$ cat config.mk
export PLATFORM = sky130hd
export DESIGN_NAME = rocstar_mcu_link_flat
export DESIGN_NICKNAME = d
export VERILOG_FILES = /design/src/rtl/mcu_link_pkg.sv /design/src/rtl/rocstar_mcu_link_if.sv /design/src/rtl/mcu_sym_checker.sv /design/src/rtl/rocstar_mcu_link.sv /design/src/flat_wrapper.sv
export SDC_FILE = /design/constraint.sdc
export NUM_CORES = 1
export LEC_CHECK = 0
export CORE_MARGIN = 2
export CORE_UTILIZATION = 60
export DETAILED_ROUTE_END_ITERATION = 7
export DONT_BUFFER_PORTS = 1
export PLACE_DENSITY = 0.79
export SYNTH_ARGS = -nofsm -noshare
export SYNTH_HDL_FRONTEND = slang
export SYNTH_SLANG_ARGS = --single-unit
$ cat constraint.sdc
create_clock -name clk -period 3.3 [get_ports clk]
set_input_delay 0.99 -clock clk [delete_from_list [all_inputs] [get_ports clk]]
set_output_delay 0.99 -clock clk [all_outputs]
set_load 0.01 [all_outputs]
$ cat src/rtl/mcu_link_pkg.sv
// Symbol table, lock FSM encodings and upstream lane layout shared by both
// ends of the ROCSTAR <-> MCU cable.
package mcu_link_pkg;

    localparam logic [3:0] SYM_IDLE0 = 4'b0111;
    localparam logic [3:0] SYM_IDLE1 = 4'b1011;
    localparam logic [3:0] SYM_IDLE2 = 4'b1101;
    localparam logic [3:0] SYM_IDLE3 = 4'b1110;
    localparam logic [3:0] SYM_NCOIN = 4'b1001;
    localparam logic [3:0] SYM_PCOIN = 4'b0011;

    typedef enum logic [1:0] {
        ST_UNLOCKED = 2'd0,
        ST_LOCKING  = 2'd1,
        ST_LOCKED   = 2'd2
    } lock_state_t;

    // Position of the "single" flag on the 8-bit upstream lane.
    localparam int TX_SINGLE_BIT = 7;

    // Next idle in the rotation; IDLE3 wraps to IDLE0.
    function automatic logic [3:0] idle_succ(input logic [3:0] sym);
        case (sym)
            SYM_IDLE0: return SYM_IDLE1;
            SYM_IDLE1: return SYM_IDLE2;
            SYM_IDLE2: return SYM_IDLE3;
            default:   return SYM_IDLE0;
        endcase
    endfunction

endpackage

$ cat src/rtl/rocstar_mcu_link_if.sv
// Trigger / cable / status bundle of one ROCSTAR <-> MCU link endpoint.
interface rocstar_mcu_link_if;
    logic        trig;
    logic [6:0]  trig_toff;
    logic [7:0]  tx_out;
    logic [3:0]  rx_in;
    logic        locked;
    logic        accept;
    logic        reject;
    logic        timeout;
    logic        orphan;
    logic        drop;
    logic        code_err;
    logic [15:0] err_cnt;

    modport master (
        output trig, trig_toff, rx_in,
        input  tx_out, locked, accept, reject, timeout, orphan, drop,
               code_err, err_cnt
    );

    modport slave (
        input  trig, trig_toff, rx_in,
        output tx_out, locked, accept, reject, timeout, orphan, drop,
               code_err, err_cnt
    );
endinterface

$ cat src/rtl/mcu_sym_checker.sv
// Classifies the registered downstream symbol and checks it against the
// legal successor of the previous symbol.
module mcu_sym_checker
    import mcu_link_pkg::*;
(
    input  logic       clk,
    input  logic       rst,
    input  logic [3:0] rx_q,
    output logic       legal,
    output logic       is_idle,
    output logic       is_pcoin,
    output logic       is_ncoin
);

    logic [3:0] prev_sym;
    logic       prev_vld;
    logic       prev_code;
    logic       is_code;

    // Decode the current symbol and judge it against its predecessor.
    always_comb begin
        is_idle   = (rx_q == SYM_IDLE0) || (rx_q == SYM_IDLE1) ||
                    (rx_q == SYM_IDLE2) || (rx_q == SYM_IDLE3);
        is_pcoin  = (rx_q == SYM_PCOIN);
        is_ncoin  = (rx_q == SYM_NCOIN);
        is_code   = is_pcoin | is_ncoin;
        prev_code = (prev_sym == SYM_PCOIN) || (prev_sym == SYM_NCOIN);
        legal     = 1'b0;
        if (is_idle || is_code) begin
            if (!prev_vld)
                legal = 1'b1;
            else if (prev_code)
                legal = (rx_q == SYM_IDLE0);
            else
                legal = is_code || (rx_q == idle_succ(prev_sym));
        end
    end

    // Track the previous symbol; any idle resyncs the checker after an error.
    always_ff @(posedge clk) begin
        if (rst) begin
            prev_sym <= SYM_IDLE0;
            prev_vld <= 1'b0;
        end else if (legal || is_idle) begin
            prev_sym <= rx_q;
            prev_vld <= 1'b1;
        end
    end

endmodule

$ cat src/rtl/rocstar_mcu_link.sv
// ROCSTAR-side endpoint: trigger transmit with holdoff, downstream lock FSM
// and age-indexed matching of PCOIN/NCOIN replies to outstanding triggers.
module rocstar_mcu_link
    import mcu_link_pkg::*;
#(
    parameter int RESP_LAT = 8,
    parameter int WIN      = 1,
    parameter int LOCK_N   = 16,
    parameter int UNLOCK_N = 4,
    parameter int HOLDOFF  = 2
) (
    input  logic clk,
    input  logic rst,
    rocstar_mcu_link_if.slave bus
);

    localparam int PEND_W = RESP_LAT + WIN + 1;
    localparam int GOOD_W = $clog2(LOCK_N + 1);
    localparam int BAD_W  = $clog2(UNLOCK_N + 1);
    localparam int HO_W   = $clog2(HOLDOFF + 2);

    logic [3:0]        rx_q;
    logic              legal, is_idle, is_pcoin, is_ncoin;
    lock_state_t       state, state_nxt;
    logic [GOOD_W-1:0] good_cnt, good_nxt;
    logic [BAD_W-1:0]  bad_cnt, bad_nxt;
    logic              code_err_nxt, unlock_clr;
    logic [HO_W-1:0]   holdoff_cnt;
    logic [PEND_W-1:0] pend, clr_vec, pend_aged;
    logic              code_lk, hit, trig_ok, expire;
    logic [7:0]        tx_nxt;
    logic [7:0]        tx_r;
    logic              accept_r, reject_r, timeout_r, orphan_r, drop_r, code_err_r;
    logic [15:0]       err_cnt_r;

    mcu_sym_checker u_checker (
        .clk      (clk),
        .rst      (rst),
        .rx_q     (rx_q),
        .legal    (legal),
        .is_idle  (is_idle),
        .is_pcoin (is_pcoin),
        .is_ncoin (is_ncoin)
    );

    // Lock FSM next state: acquire on idles, count good/bad symbols.
    always_comb begin
        state_nxt    = state;
        good_nxt     = good_cnt;
        bad_nxt      = bad_cnt;
        code_err_nxt = 1'b0;
        unlock_clr   = 1'b0;
        case (state)
            ST_UNLOCKED: begin
                if (is_idle) begin
                    state_nxt = ST_LOCKING;
                    good_nxt  = GOOD_W'(1);
                end
            end
            ST_LOCKING: begin
                if (!legal) begin
                    state_nxt = ST_UNLOCKED;
                    good_nxt  = '0;
                end else if (good_cnt == GOOD_W'(LOCK_N - 1)) begin
                    state_nxt = ST_LOCKED;
                    good_nxt  = '0;
                end else begin
                    good_nxt = good_cnt + GOOD_W'(1);
                end
            end
            ST_LOCKED: begin
                if (legal) begin
                    bad_nxt = '0;
                end else begin
                    code_err_nxt = 1'b1;
                    if (bad_cnt == BAD_W'(UNLOCK_N - 1)) begin
                        state_nxt  = ST_UNLOCKED;
                        bad_nxt    = '0;
                        unlock_clr = 1'b1;
                    end else begin
                        bad_nxt = bad_cnt + BAD_W'(1);
                    end
                end
            end
            default: state_nxt = ST_UNLOCKED;
        endcase
    end

    // Lock FSM state and symbol counters.
    always_ff @(posedge clk) begin
        if (rst) begin
            state    <= ST_UNLOCKED;
            good_cnt <= '0;
            bad_cnt  <= '0;
        end else begin
            state    <= state_nxt;
            good_cnt <= good_nxt;
            bad_cnt  <= bad_nxt;
        end
    end

    // Pick the oldest pending trigger inside the response window; higher
    // index is older, so the last hit in the ascending scan wins.
    always_comb begin
        code_lk = (state == ST_LOCKED) && (is_pcoin || is_ncoin);
        clr_vec = '0;
        hit     = 1'b0;
        for (int i = RESP_LAT - WIN; i < PEND_W; i++) begin
            if (pend[i]) begin
                clr_vec    = '0;
                clr_vec[i] = 1'b1;
                hit        = 1'b1;
            end
        end
        if (!code_lk) begin
            clr_vec = '0;
            hit     = 1'b0;
        end
        pend_aged = pend & ~clr_vec;
        expire    = pend_aged[PEND_W-1] & ~unlock_clr;
        trig_ok   = bus.trig && (state == ST_LOCKED) && (holdoff_cnt == '0);
        tx_nxt    = '0;
        if (trig_ok) begin
            tx_nxt[TX_SINGLE_BIT]       = 1'b1;
            tx_nxt[TX_SINGLE_BIT-1:0]   = bus.trig_toff;
        end
    end

    // Input capture, trigger transmit, pending aging and event pulses.
    always_ff @(posedge clk) begin
        if (rst) begin
            rx_q        <= '0;
            pend        <= '0;
            holdoff_cnt <= '0;
            tx_r        <= '0;
            accept_r    <= 1'b0;
            reject_r    <= 1'b0;
            timeout_r   <= 1'b0;
            orphan_r    <= 1'b0;
            drop_r      <= 1'b0;
            code_err_r  <= 1'b0;
            err_cnt_r   <= '0;
        end else begin
            rx_q        <= bus.rx_in;
            pend        <= unlock_clr ? '0 : {pend_aged[PEND_W-2:0], trig_ok};
            if (trig_ok)
                holdoff_cnt <= HO_W'(HOLDOFF);
            else if (holdoff_cnt != '0)
                holdoff_cnt <= holdoff_cnt - HO_W'(1);
            tx_r        <= tx_nxt;
            accept_r    <= code_lk & hit & is_pcoin;
            reject_r    <= code_lk & hit & is_ncoin;
            orphan_r    <= code_lk & ~hit;
            timeout_r   <= expire;
            drop_r      <= bus.trig & ~trig_ok;
            code_err_r  <= code_err_nxt;
            if (code_err_nxt && (err_cnt_r != 16'hFFFF))
                err_cnt_r <= err_cnt_r + 16'd1;
        end
    end

    assign bus.locked   = (state == ST_LOCKED);
    assign bus.tx_out   = tx_r;
    assign bus.accept   = accept_r;
    assign bus.reject   = reject_r;
    assign bus.timeout  = timeout_r;
    assign bus.orphan   = orphan_r;
    assign bus.drop     = drop_r;
    assign bus.code_err = code_err_r;
    assign bus.err_cnt  = err_cnt_r;

endmodule
$ cat src/flat_wrapper.sv
// flat-port wrapper written by rule: the top's interface ports become plain ports
module rocstar_mcu_link_flat import mcu_link_pkg::*;
#(
    parameter int RESP_LAT = 8,
    parameter int WIN      = 1,
    parameter int LOCK_N   = 16,
    parameter int UNLOCK_N = 4,
    parameter int HOLDOFF  = 2
)
  (clk, rst, bus_trig, bus_trig_toff, bus_rx_in, bus_tx_out, bus_locked, bus_accept, bus_reject, bus_timeout, bus_orphan, bus_drop, bus_code_err, bus_err_cnt);
  rocstar_mcu_link_if bus_i ();
  input  logic clk;
  input  logic rst;
  input wire logic [$bits(bus_i.trig)-1:0] bus_trig;
  input wire logic [$bits(bus_i.trig_toff)-1:0] bus_trig_toff;
  input wire logic [$bits(bus_i.rx_in)-1:0] bus_rx_in;
  output wire logic [$bits(bus_i.tx_out)-1:0] bus_tx_out;
  output wire logic [$bits(bus_i.locked)-1:0] bus_locked;
  output wire logic [$bits(bus_i.accept)-1:0] bus_accept;
  output wire logic [$bits(bus_i.reject)-1:0] bus_reject;
  output wire logic [$bits(bus_i.timeout)-1:0] bus_timeout;
  output wire logic [$bits(bus_i.orphan)-1:0] bus_orphan;
  output wire logic [$bits(bus_i.drop)-1:0] bus_drop;
  output wire logic [$bits(bus_i.code_err)-1:0] bus_code_err;
  output wire logic [$bits(bus_i.err_cnt)-1:0] bus_err_cnt;
  assign bus_i.trig = bus_trig;
  assign bus_i.trig_toff = bus_trig_toff;
  assign bus_i.rx_in = bus_rx_in;
  assign bus_tx_out = bus_i.tx_out;
  assign bus_locked = bus_i.locked;
  assign bus_accept = bus_i.accept;
  assign bus_reject = bus_i.reject;
  assign bus_timeout = bus_i.timeout;
  assign bus_orphan = bus_i.orphan;
  assign bus_drop = bus_i.drop;
  assign bus_code_err = bus_i.code_err;
  assign bus_err_cnt = bus_i.err_cnt;
  rocstar_mcu_link #(.RESP_LAT(RESP_LAT), .WIN(WIN), .LOCK_N(LOCK_N), .UNLOCK_N(UNLOCK_N), .HOLDOFF(HOLDOFF)) u_core (.clk(clk), .rst(rst), .bus(bus_i));
endmodule
* Word-level counts from Yosys, hierarchy flattened
Index checks and enable logic that the tools add are counted.
W data, S select, Z words.
** Word-level totals
- Input port bits :: 14
- Output and inout port bits :: 31
- Word-level logic and storage cells :: 112
- Register bits :: 61
** Operators by class
- Reduce and logical (&&, ||, !) cells :: 22
- Equality and inequality tests :: 21
- Mux-type cells :: 35
- Add/subtract/negate cells :: 4
- Bitwise logic cells :: 12
** Operators with widths (number)
- $eq A4 B4 Y1 const B :: 7
- $mux W10 :: 2
- $add A16 B1 Y16 const B :: 1
- $mux W8 :: 2
- $ne A16 B16 Y1 const B :: 1
- $mux W5 :: 3
- $mux W2 :: 7
- $mux W1 :: 12
- $mux W4 :: 3
- $pmux W4 S3 :: 1
- $and A10 B10 Y10 :: 1
- $not A10 Y10 :: 1
- $pmux W5 S2 :: 1
- $mux W9 :: 1
- $eq A4 B2 Y1 const B :: 2
- $eq A4 B3 Y1 const B :: 2
- $logic_or A1 B1 Y1 :: 8
- $and A1 B1 Y1 :: 6
- $mux W3 :: 2
- $pmux W2 S3 :: 1
- $reduce_bool A2 Y1 :: 3
- $reduce_or A2 Y1 :: 3
- $add A5 B1 Y5 const B :: 1
- $eq A5 B4 Y1 const B :: 1
- 15 further kinds :: 22

* Depth between registers and ports, before layout
- Word-level depth :: 15
- Gate-level depth with buffers :: 9
- Mapped depth without buffers :: 6

* Hierarchy
From an unflattened synthesis, not the netlist that was laid out.
** Second synthesis, totals
- Cells, all modules :: 309
- Area, all modules :: 2806.4 µm²
** Modules (own cells, without submodules)
- rocstar_mcu_link :: cells an instance 221, times used 1, seq. area each 1121.1 µm², area an instance 2187.1 µm²
- mcu_sym_checker :: cells an instance 88, times used 1, seq. area each 100.1 µm², area an instance 619.3 µm²

* Worst setup path after synthesis
OpenSTA, ideal clock, no wires.
- Path type :: input to register
- From :: in rst
- To :: reg u_core.pend[0]
- Data required time :: 3.239 ns
- Buffers on the path :: 0
- Path slack :: 1.242 ns
- Stages :: 4
- Arrival time :: 1.998 ns
- Library setup time :: 0.061 ns
- Cells stage by stage :: inv_1 > nand2_1 > nor4_1 > o31a_1
** On the way
- Cells in the longest elaborated chain, start to end :: 1
** RTL lines
- start: declaration :: line flat_wrapper.sv:13 : input logic rst;
- $reduce_or A2 Y1 (no line)
- end signal: assignment :: line rocstar_mcu_link.sv:145 : pend <= unlock_clr ? '0 : {pend_aged[PEND_W-2:0], trig_ok};
- end: declaration :: line rocstar_mcu_link.sv:29 : logic [PEND_W-1:0] pend, clr_vec, pend_aged;
Every way passes these cells.
A chain may end at the register's enable or synchronous reset.

* Worst setup path after layout
- From :: reg u_core.rx_q[1]
- To :: reg u_core.pend[8]
** On the way
- Cells in the longest elaborated chain, start to end :: 9
- Elaborated cells on any way between the ends :: 24
- Classes of those cells :: eq/ne: 7; mux: 6; bitwise: 3; reduce/logical: 8
** RTL lines
- start: declaration :: line rocstar_mcu_link.sv:22 : logic [3:0] rx_q;
- start signal: assignment :: line rocstar_mcu_link.sv:144 : rx_q <= bus.rx_in;
- $eq A4 B2 Y1 (tied with other cells) :: line mcu_sym_checker.sv:24 : is_pcoin = (rx_q == SYM_PCOIN);
- $or A1 B1 Y1 or $logic_or A1 B1 Y1 (tied branches) :: line mcu_sym_checker.sv:26, mcu_sym_checker.sv:22
- $logic_or A1 B1 Y1 (on tied branches) :: line mcu_sym_checker.sv:35, mcu_sym_checker.sv:22
- $mux W1 or $logic_or A1 B1 Y1 (tied branches) :: line mcu_sym_checker.sv:32, mcu_sym_checker.sv:23
- $mux W1 or $logic_or A1 B1 Y1 (tied branches) :: line mcu_sym_checker.sv:30, mcu_sym_checker.sv:29
- $mux W1 :: line mcu_sym_checker.sv:29 : if (is_idle || is_code) begin
- $mux W1 :: line rocstar_mcu_link.sv:72 : if (legal) begin
- $mux W1 :: line rocstar_mcu_link.sv:53 : case (state)
- $reduce_or A2 Y1 (no line)
Parallel ways exist; a longest one is shown, timed or not.

==> run metrics <==
FP Rows=24; final std cells w/o fill=349; post-route DRC violation count=0; global-route wire length before repair=8640 um; Most used DFF post-synth=dfxtp_1; initial antenna violation count=0; sequential share of power=0.494; dpl cells=333; Power Density=526 mW/mm^2; Worst Skew=0.00501 ns; GRT Overall Usage=0.214; fin. max-slew vios=0; number of I/O port buffers=0; 1st-iter DRT viols=69; fmax=413 MHz; Clock Power Share=0.470; Syn Inst Count=298; Routed Antenna Nets=0; syn nets=315; CTS clock-pin slew for the worst setup and hold paths=0.07 ns; mapped cell area=0.00275 mm^2; DR vias=2087; Worst EP arrival=2.70 ns; CTS Buf Count=9; RSZ-0062 raised after global routing=false; Cell variety after synth=57; Hold WC Path Type=register to register; Final setup viols=0; H-tree levels=3; post-route clock period utilization=0.733; Ant. Diodes=0; core area=0.00438 mm^2; number of global-route vias before repair=1949; clk root buf=clkbuf_8; RePlAce Congestion=0.767; Yosys warnings=0; most common cell after layout, fill and taps aside=dfxtp_1; chip width=71.7 um; die area=0.00513 mm^2; postcts setup bufs=0; Clk Latency, worst-skew pair=0.33 ns; most frequent cells in the layout=61 x dfxtp_1, 25 x nor2_1, 18 x nand2_1; Filler cells=361; vias per cell=5.98; Final Critical Period=2.42 ns; sequential cell area=0.00122 mm^2; num ports=45; EDFF count, synth=0; WL per Instance=14.1 um; grt ovf=0; area delta synth->final=6.74%; VDD IR max=368 uV; combinational share of power=0.037; Pwr Total=1540 uW; endpoint class of the critical path=register; #FFs+latches synth=61; r2r worst-path depth=7; Internal=1200 uW; Sw Share=0.224; status=finished, final reports clean; Max-Slew Margin vs Limit=0.546; worst slew pin tran=0.675 ns; CP max FO=38; Syn Area/Cell=9.22 um^2; CTS tree=yes; fraction of layout cells with a size suffix above 1=0.0875; clock sink count=61; Post-layout nets=309; Starting Density=0.626; Seq/Total Area, Yosys=0.445; final setup TNS=0 ns; hold path depth=1; CTS Hold Bufs=0; wirelength, routed=4930 um; Initial DRT Pass Iterations=4; crit path kind=register to register; P_leak=0.00108 uW; post-DP HPWL=3230 um; Die H=71.7 um; post-cts resize count=0; maxcap violations=0; Final Hold Viols=0; Worst Path Required=3.58 ns; area of the multi-input gates=0.00136 mm^2; buffer levels on the longest clock path=2; CP Launch Type=register; post-synthesis async set-or-reset flop share=0; largest net degree at the start of global routing=50; NetSw=346 uW
[worst max-delay path: stages, from the launching register on]
cell and delay, ns:
dfxtp_1 0.59, nor4bb_1 0.37, o211a_1 0.22, o211ai_2 0.12, o221ai_2 0.17, buf_4 0.35, o31a_1 0.34, o311a_1 0.20
[layer usage]
metal	share of wire	track usage	vias up	wire length, um
met3	0.054	0.0802	4	268
met4	0.012	0.107	0	57
met5	0	0	-	0
li1	-	-	1068	-
met2	0.47	0.337	45	2340
met1	0.46	0.257	970	2270
[registers in the layout (all words and copies together), names as in the netlist]
signal	count
u_core.bus.accept	1
u_core.bad_cnt	3
u_core.bus.code_err	1
u_core.bus.timeout	1
u_core.u_checker.prev_vld	1
u_core.bus.reject	1
u_core.good_cnt	5
u_core.pend	10
u_core.state	2
u_core.holdoff_cnt	2
u_core.bus.orphan	1
u_core.u_checker.prev_sym	4
u_core.rx_q	4
u_core.bus.drop	1
u_core.bus.err_cnt	16
u_core.bus.tx_out	8
[Yosys cell counts, types with 4 or more instances]
master	number	area (um^2)
dfxtp_1	61	1220
nor2_1	25	93.8
nand2_1	18	67.6
and2_1	16	100
nor2b_1	15	93.8
a21oi_1	13	65.1
nand3_1	10	50.1
nor4_1	10	62.6
inv_1	9	33.8
mux2_1	9	101
buf_4	6	45.0
clkbuf_1	6	22.5
or3_1	6	37.5
nand4b_1	5	43.8
nor3_1	5	25.0
a31oi_1	4	25.0
nand4_1	4	25.0
o2111ai_1	4	35.0
o21ai_1	4	20.0
o31ai_1	4	30.0
[stage by stage]
step,instance area (um^2),worst slack (ns),hold WS [ns],utilization
finish,2930,0.881,0.429,0.669
CTS,2930,0.881,0.433,0.669
global placement,2710,0.977,0.411,0.618
detailed placement,2710,0.889,0.416,0.618
global route,2930,0.683,0.447,0.669
floorplan,2750,1.24,0.406,-
[power groups by stage]
stage	clock network (uW)	logic, uW	registers (uW)
3_3_place_gp	0	54.5	777
6_report	725	56.3	761
5_1_grt	780	63.9	762
4_1_cts	744	56.2	761
3_5_place_dp	0	56.1	777
2_1_floorplan	0	73.1	765
[logic make-up after synthesis]
kind of cell / count (synthesis) / synth area share
and+or+nand+nor: 136 / 0.282
DFF: 61 / 0.445
AOI/OAI and AO/OA: 52 / 0.138
buffers and inverters: 30 / 0.0588
muxes: 12 / 0.0478
xor gates and xnor gates: 4 / 0.0155
adders and majority gates: 3 / 0.0137
[final cells by class]
type | instances | share of cell area
Clock inverter | 7 | 0.0333
Sequential cell | 61 | 0.417
Timing Repair Buffer | 3 | 0.00768
Clock buffer | 9 | 0.0423
Tap cell | 52 | 0.0222
Multi-Input combinational cell | 207 | 0.465
Inverter | 10 | 0.0128
[worst paths after layout]
kind | start | end | slack (ns)
max | u_core.rx_q[1] | u_core.pend[8] | 0.88
max reg2reg | u_core.rx_q[1] | u_core.pend[8] | 0.88
min reg2reg | u_core.pend[6] | u_core.pend[7] | 0.43
min | u_core.pend[6] | u_core.pend[7] | 0.43
Power figures use the tool's default switching activity.
